**src/rtl/hamming_frame_ctrl_pkg.sv**
```systemverilog
// -----------------------------------------------------------------------------
// hamming_frame_ctrl_pkg
// Shared definitions for the Hamming-coded serial frame controller:
//   - frame FSM state encoding
//   - codeword width (12 bits: 8 data + 4 parity) and default sync word
//   - the (12,8) Hamming encode function used by hamming_encoder
// -----------------------------------------------------------------------------
package hamming_frame_ctrl_pkg;

    localparam int CW_WIDTH = 12;
    localparam int BYTE_WIDTH = 8;

    localparam logic [CW_WIDTH-1:0] DEFAULT_SYNC_WORD = 12'hE25;

    // Index of the last (LSB) bit of a codeword; bits go out 0..11, MSB first.
    localparam logic [3:0] LAST_BIT_IDX = 4'd11;

    typedef enum logic [1:0] {
        ST_IDLE  = 2'd0,
        ST_SYNC  = 2'd1,
        ST_SHIFT = 2'd2,
        ST_DONE  = 2'd3
    } state_t;

    // Codeword layout {d7,d6,d5,d4,p3,d3,d2,d1,p2,d0,p1,p0}: parity bits sit
    // at the power-of-two positions of a classic Hamming(12,8) code.
    function automatic logic [CW_WIDTH-1:0] hamming_encode(input logic [BYTE_WIDTH-1:0] d);
        logic p0, p1, p2, p3;
        p0 = d[6] ^ d[4] ^ d[3] ^ d[1] ^ d[0];
        p1 = d[6] ^ d[5] ^ d[3] ^ d[2] ^ d[0];
        p2 = d[7] ^ d[3] ^ d[2] ^ d[1];
        p3 = d[7] ^ d[6] ^ d[5] ^ d[4];
        return {d[7], d[6], d[5], d[4], p3, d[3], d[2], d[1], p2, d[0], p1, p0};
    endfunction

endpackage

```
**src/rtl/hamming_frame_ctrl_encoder.sv**
```systemverilog
// -----------------------------------------------------------------------------
// hamming_encoder
// Registered Hamming(12,8) encoder with one cycle of latency.
// Ports:
//   clk          - clock
//   rst          - synchronous active-high reset
//   wren         - encode request; data is sampled on this cycle
//   data[7:0]    - payload byte
//   hc_out[11:0] - codeword, valid while encode_valid is high
//   encode_valid - one-cycle pulse, the cycle after wren
// -----------------------------------------------------------------------------
module hamming_encoder
    import hamming_frame_ctrl_pkg::*;
(
    input  logic                  clk,
    input  logic                  rst,
    input  logic                  wren,
    input  logic [BYTE_WIDTH-1:0] data,
    output logic [CW_WIDTH-1:0]   hc_out,
    output logic                  encode_valid
);

    logic [CW_WIDTH-1:0] r_hc_out;
    logic                r_encode_valid;

    // NOTE: sequential state uses non-blocking assignments so every register
    // samples pre-edge values regardless of block evaluation order.
    always_ff @(posedge clk) begin
        if (rst) begin
            r_hc_out       <= '0;
            r_encode_valid <= 1'b0;
        end else begin
            r_encode_valid <= wren;
            if (wren) begin
                r_hc_out <= hamming_encode(data);
            end
        end
    end

    assign hc_out       = r_hc_out;
    assign encode_valid = r_encode_valid;

endmodule

```
**src/rtl/hamming_frame_ctrl.sv**
```systemverilog
// -----------------------------------------------------------------------------
// hamming_frame_ctrl
// Sends a frame on a serial line: a 12-bit sync word followed by FRAME_LEN
// Hamming(12,8) codewords, MSB first, each bit held for BIT_DIV clocks.
// Payload bytes are prefetched one codeword ahead from a valid/ready stream.
// Parameters:
//   FRAME_LEN  - payload bytes per frame (1..255)
//   BIT_DIV    - clocks per transmitted bit (>= 2)
//   SYNC_WORD  - 12-bit sync word sent before the payload
// Ports:
//   clk, rst   - clock, synchronous active-high reset
//   start      - one-cycle frame request, honoured only when idle
//   s_data, s_valid, s_ready - payload byte stream
//   tx_bit     - serial data, tx_en - line active
//   tx_bit_stb - pulse on the first clock of each bit
//   busy       - frame in progress
//   done       - one-cycle pulse after the last bit of a complete frame
//   underrun   - one-cycle pulse when the next codeword was not ready
// -----------------------------------------------------------------------------
module hamming_frame_ctrl
    import hamming_frame_ctrl_pkg::*;
#(
    parameter int                  FRAME_LEN = 16,
    parameter int                  BIT_DIV   = 100,
    parameter logic [CW_WIDTH-1:0] SYNC_WORD = DEFAULT_SYNC_WORD
)(
    input  logic                  clk,
    input  logic                  rst,
    input  logic                  start,
    input  logic [BYTE_WIDTH-1:0] s_data,
    input  logic                  s_valid,
    output logic                  s_ready,
    output logic                  tx_bit,
    output logic                  tx_en,
    output logic                  tx_bit_stb,
    output logic                  busy,
    output logic                  done,
    output logic                  underrun
);

    localparam int                DIV_W    = (BIT_DIV > 2) ? $clog2(BIT_DIV) : 1;
    localparam logic [DIV_W-1:0]  DIV_LAST = DIV_W'(BIT_DIV - 1);
    localparam logic [7:0]        LEN_B    = 8'(FRAME_LEN);

    state_t              r_state;
    logic [CW_WIDTH-1:0] r_shift;
    logic [DIV_W-1:0]    r_div;
    logic [3:0]          r_bit_idx;
    logic [7:0]          r_fetched;     // bytes accepted from the stream
    logic [7:0]          r_sent;        // payload codewords loaded for sending
    logic [CW_WIDTH-1:0] r_buf;         // next-codeword buffer
    logic                r_buf_valid;
    logic                r_underrun;

    logic                w_active;
    logic                w_bit_end;
    logic                w_word_end;
    logic                w_s_ready;
    logic                w_xfer;
    logic                w_encode_valid;
    logic [CW_WIDTH-1:0] w_hc_out;

    assign w_active   = (r_state == ST_SYNC) || (r_state == ST_SHIFT);
    assign w_bit_end  = w_active && (r_div == DIV_LAST);
    assign w_word_end = w_bit_end && (r_bit_idx == LAST_BIT_IDX);

    // Only one byte may be between the stream and the shift register: either
    // in the encoder pipeline or in the buffer. This keeps the buffer to a
    // single entry and makes a buffer/encoder collision impossible.
    assign w_s_ready = w_active && !r_buf_valid && !w_encode_valid && (r_fetched < LEN_B);
    assign w_xfer    = s_valid && w_s_ready;

    hamming_encoder u_encoder (
        .clk          (clk),
        .rst          (rst),
        .wren         (w_xfer),
        .data         (s_data),
        .hc_out       (w_hc_out),
        .encode_valid (w_encode_valid)
    );

    always_ff @(posedge clk) begin
        if (rst) begin
            r_state     <= ST_IDLE;
            r_shift     <= '0;
            r_div       <= '0;
            r_bit_idx   <= '0;
            r_fetched   <= '0;
            r_sent      <= '0;
            r_buf       <= '0;
            r_buf_valid <= 1'b0;
            r_underrun  <= 1'b0;
        end else begin
            r_underrun <= 1'b0;

            case (r_state)
                ST_IDLE: begin
                    if (start) begin
                        r_state     <= ST_SYNC;
                        r_shift     <= SYNC_WORD;
                        r_div       <= '0;
                        r_bit_idx   <= '0;
                        r_fetched   <= '0;
                        r_sent      <= '0;
                        r_buf_valid <= 1'b0;
                    end
                end

                ST_SYNC, ST_SHIFT: begin
                    if (w_xfer) begin
                        r_fetched <= r_fetched + 8'd1;
                    end

                    if (w_bit_end) begin
                        r_div <= '0;
                    end else begin
                        r_div <= r_div + DIV_W'(1);
                    end

                    if (w_bit_end && !w_word_end) begin
                        r_bit_idx <= r_bit_idx + 4'd1;
                        r_shift   <= {r_shift[CW_WIDTH-2:0], 1'b0};
                    end

                    if (w_encode_valid) begin
                        r_buf       <= w_hc_out;
                        r_buf_valid <= 1'b1;
                    end

                    // NOTE: these word-boundary assignments come after the
                    // buffer capture on purpose; the last non-blocking write
                    // wins, so a coincident encode goes straight to the shift
                    // register and the buffer stays empty.
                    if (w_word_end) begin
                        r_bit_idx <= '0;
                        if (r_sent == LEN_B) begin
                            r_state <= ST_DONE;
                        end else if (r_buf_valid) begin
                            r_shift     <= r_buf;
                            r_buf_valid <= 1'b0;
                            r_sent      <= r_sent + 8'd1;
                            r_state     <= ST_SHIFT;
                        end else if (w_encode_valid) begin
                            r_shift     <= w_hc_out;
                            r_buf_valid <= 1'b0;
                            r_sent      <= r_sent + 8'd1;
                            r_state     <= ST_SHIFT;
                        end else begin
                            // Nothing to send next: abandon the frame.
                            r_underrun <= 1'b1;
                            r_state    <= ST_IDLE;
                        end
                    end
                end

                ST_DONE: begin
                    r_state <= ST_IDLE;
                end

                default: begin
                    r_state <= ST_IDLE;
                end
            endcase
        end
    end

    // All outputs decode registered state, so reset forces them low directly.
    assign tx_en      = w_active;
    assign tx_bit     = w_active && r_shift[CW_WIDTH-1];
    assign tx_bit_stb = w_active && (r_div == '0);
    assign s_ready    = w_s_ready;
    assign busy       = (r_state != ST_IDLE);
    assign done       = (r_state == ST_DONE);
    assign underrun   = r_underrun;

endmodule

```
**config.mk**
```make
export PLATFORM = sky130hd
export DESIGN_NAME = hamming_frame_ctrl
export DESIGN_NICKNAME = d
export VERILOG_FILES = /design/src/rtl/hamming_frame_ctrl_pkg.sv /design/src/rtl/hamming_frame_ctrl_encoder.sv /design/src/rtl/hamming_frame_ctrl.sv
export SDC_FILE = /design/constraint.sdc
export NUM_CORES = 1
export LEC_CHECK = 0
export ABC_AREA = 1
export ABC_CLOCK_PERIOD_IN_PS = 2270
export CORE_MARGIN = 5
export CORE_UTILIZATION = 55
export CTS_BUF_LIST = sky130_fd_sc_hd__clkbuf_8
export CTS_CLUSTER_DIAMETER = 200
export DETAILED_ROUTE_END_ITERATION = 7
export HOLD_SLACK_MARGIN = 0.03
export PLACE_DENSITY_LB_ADDON = 0.25
export SLEW_MARGIN = 30
export SYNTH_ARGS = -nofsm -noshare
export SYNTH_HDL_FRONTEND = slang
export SYNTH_HIERARCHICAL = 1
export SYNTH_SLANG_ARGS = --single-unit
```
**constraint.sdc**
```tcl
create_clock -name clk -period 2.27 [get_ports clk]
set_input_delay 0.454 -clock clk [delete_from_list [all_inputs] [get_ports clk]]
set_output_delay 0.454 -clock clk [all_outputs]
set_load 0.02 [all_outputs]
```
==> qor.txt <==
Arrival time at the worst endpoint = 1.64 ns
Crit Path Category = reg -> out
Type of the worst min-delay path = reg -> reg
Multiplexer share of the synthesized area = 0%
Syn Nets = 557
HPWL after detailed placement = 5747 microns
Cell count of the worst reg-to-reg path = 10
Overall die area = 8553 sq um
Max-cap violation count = 0
Final worst slack = 0.1729 ns
# H-tree levels = 3
Async set or reset register ratio after synthesis = 0%
Required time at the worst-slack endpoint = 1.82 ns
Mean cell area of the mapped netlist = 6.982 sq um
Routed Wire Length = 8049 microns
Main combinational cell family by area after synthesis = simple AND/OR/NAND/NOR gates
Area fraction in compound gates after synthesis = 11.40%
Post-Synth Adder-Cell Area = 3.009%
Slew at the pin closest to its max-slew limit = 0.6108 ns
Number of inserted diodes = 0
Number of synthesized flops with an enable pin = 0
Overflow after GRT = 0
Sequential fraction of the synthesis area = 36.38%
Clock tree from TritonCTS = done
Buffers from clock root to sink, at most = 2
Main synth FF type = sky130_fd_sc_hd__dfxtp_1
Vias in the first global route = 3193
Count of input and output buffers = 18
Final setup violation count = 0
Overall routing resource usage = 19.95%
Layout overhead on the synthesized area = 12.70%
Insertion delay of the later-clocked pin in the worst-skew pair = 0.35 ns
Cell count after synthesis = 536
Starting density of the core = 55.70%
Post-Synth XOR/XNOR Area = 4.179%
Ys Warns = 6
Routability Congestion = 0.8430
Power density over the cells = 741.7 nW/um^2
Clock net sink count = 68
Fraction of final layout cells sized beyond drive strength 1 = 11.27%
Number of DRC markers after the initial detailed-route iteration = 173
Final #Nets = 575
Portion of the clock cycle consumed by the worst path in the final layout = 92.38%
Hold path cells = 2
Post-layout min period = 2.097 ns
Vert. Die Dim = 92.49 microns
Post-Route Skew = 0.008108 ns
Clock buffer count from CTS = 9
Detailed Routing Iterations Pass 1 = 4
Ratio of routed vias to standard cells = 5.393
Most frequent cells in the layout = 134 x sky130_fd_sc_hd__nand2_1, 68 x sky130_fd_sc_hd__dfxtp_1, 65 x sky130_fd_sc_hd__nor2_1
Post-detailed-route DRC marker count = 0
Post-route setup TNS = 0 ns
Worst slew slack as a fraction of its limit = 59.24%
Post-route antenna net violation count = 0
Total count of hold-check failures in the final report = 0
Setup WS pre-CTS = 0.03197 ns
Global-route wire length before repair = 13990 microns
RSZ-0062 raised after global routing = false
Count of boundary I/O pins = 19
Post-layout utilization of the core = 62.77%
DR WL/cell = 12.60 microns
Clk slew on worst S/H paths = 0.07 ns
Number of distinct library cell variants in the gate-level netlist after synthesis = 41
Number of vias after detailed routing = 3446
Highest clock rate = 0.4769 GHz
Run status = finished clean
Static Leak = 1.822 nW
Most frequent standard cell in the layout excluding fill and tap cells = sky130_fd_sc_hd__nand2_1
Placeable core region = 6719 sq um
Root Buffer Master = sky130_fd_sc_hd__clkbuf_8
Largest net degree at the start of global routing = 42
FP Rows = 30
Number of filler instances in the final layout = 591
Post-synthesis cell area = 3742 sq um
Worst-path maximum fanout = 5
Peak supply drop = 0.5030 mV
Synth Area in Simple Gates = 36.48%
CP endpoint kind = primary output
Horiz. Die Dim = 92.49 microns
Launching element type of the critical path = register
Flops & latches, synth = 68
Initial antenna violation count = 0
Number of slew-limit violations in the final report = 0
layout make-up:
class                      count  area (sq um)  area share [%]
multi-input combinational    393          2063           48.92
clock inverter                 7         116.4           2.759
tap                           80         100.1           2.373
clock buffer                   9         123.9           2.937
sequential                    68          1361           32.28
timing repair buffer          31         261.5           6.200
inverter                      51         191.4           4.539
per-stage QoR:
stage / total power [mW] / cell area, sq um / cells / hold WS (ns)
3_3_place_gp: 1.953 / 3991 / 623 / 0.4322
2_1_floorplan: 1.783 / 3742 / 536 / 0.4228
5_1_grt: 3.304 / 4218 / 639 / 0.4648
4_1_cts: 3.158 / 4233 / 639 / 0.4544
3_5_place_dp: 1.968 / 3991 / 623 / 0.4438
6_report: 3.128 / 4218 / 639 / 0.4496
where the power goes:
part           switching [mW]  leakage, nW  internal, mW
clock                   0.463        0.125         0.727
combinational           0.400         1.15         0.222
sequential             0.0539        0.552          1.26
total                   0.918         1.82          2.21
per-layer routing:
metal  global-route usage [%]  vias up  wire (microns)
li1                         -     1768               -
met1                    24.55     1610            3687
met2                    33.72       59            3978
met3                    4.630        9             286
met4                    7.673        0              97
met5                        0        -               0
cell usage after synthesis (4+ instances only):
cell type,count,share of area (%)
sky130_fd_sc_hd__nand2_1,134,13
sky130_fd_sc_hd__dfxtp_1,68,36
sky130_fd_sc_hd__nor2_1,65,6.5
sky130_fd_sc_hd__nand3_1,50,6.7
sky130_fd_sc_hd__inv_1,45,4.5
sky130_fd_sc_hd__a21oi_1,31,4.1
sky130_fd_sc_hd__o21ai_0,19,2.5
sky130_fd_sc_hd__buf_2,10,1.3
sky130_fd_sc_hd__xor2_1,10,2.3
sky130_fd_sc_hd__clkbuf_1,9,0.90
sky130_fd_sc_hd__ha_1,9,3.0
sky130_fd_sc_hd__nor3_1,9,1.2
sky130_fd_sc_hd__nand4_1,8,1.3
sky130_fd_sc_hd__a211oi_1,6,1.2
sky130_fd_sc_hd__o22ai_1,6,1.0
sky130_fd_sc_hd__xnor2_1,6,1.4
sky130_fd_sc_hd__a31oi_1,5,0.84
sky130_fd_sc_hd__inv_2,5,0.50
sky130_fd_sc_hd__nand2_2,4,0.67
sky130_fd_sc_hd__nand2_4,4,1.2
sky130_fd_sc_hd__o21ai_1,4,0.53
kinds of logic after synthesis:
group | count (synthesis)
compound gates | 75
buf+inv | 75
fa+ha+maj | 9
flops | 68
xor+xnor | 17
simple gates | 292
final timing paths:
check | startpoint | endpoint | slack (ns)
max reg2reg | r_state[1] | r_shift[0] | 0.30
min | r_buf[0] | r_buf[0] | 0.45
max | r_state[1] | tx_bit_stb | 0.17
min reg2reg | r_buf[0] | r_buf[0] | 0.45
flip-flops by register name, indices dropped and copies added, names as in the netlist:
register	cells
r_bit_idx	4
r_buf	12
r_buf_valid	1
r_div	7
r_fetched	8
r_sent	8
r_shift	12
r_state	2
u_encoder/encode_valid	1
u_encoder/hc_out	12
underrun	1
worst max-delay path: stages, from the launching register on:
cell and delay, ns:
sky130_fd_sc_hd__dfxtp_1 0.35, sky130_fd_sc_hd__inv_1 0.07, sky130_fd_sc_hd__ha_2 0.40, sky130_fd_sc_hd__nand3_1 0.10, sky130_fd_sc_hd__nor4_1 0.18, sky130_fd_sc_hd__buf_2 0.21
what timing repair did:
| item | in CTS | in global routing |
|---|---|---|
| setup buffers | 0 | 0 |
| pin swaps | 0 | 0 |
| hold buffers | 0 | 0 |
| setup endpoints to repair | 4 | 3 |
| resized for setup | 9 | 4 |
(Power assumes the default switching activity.)
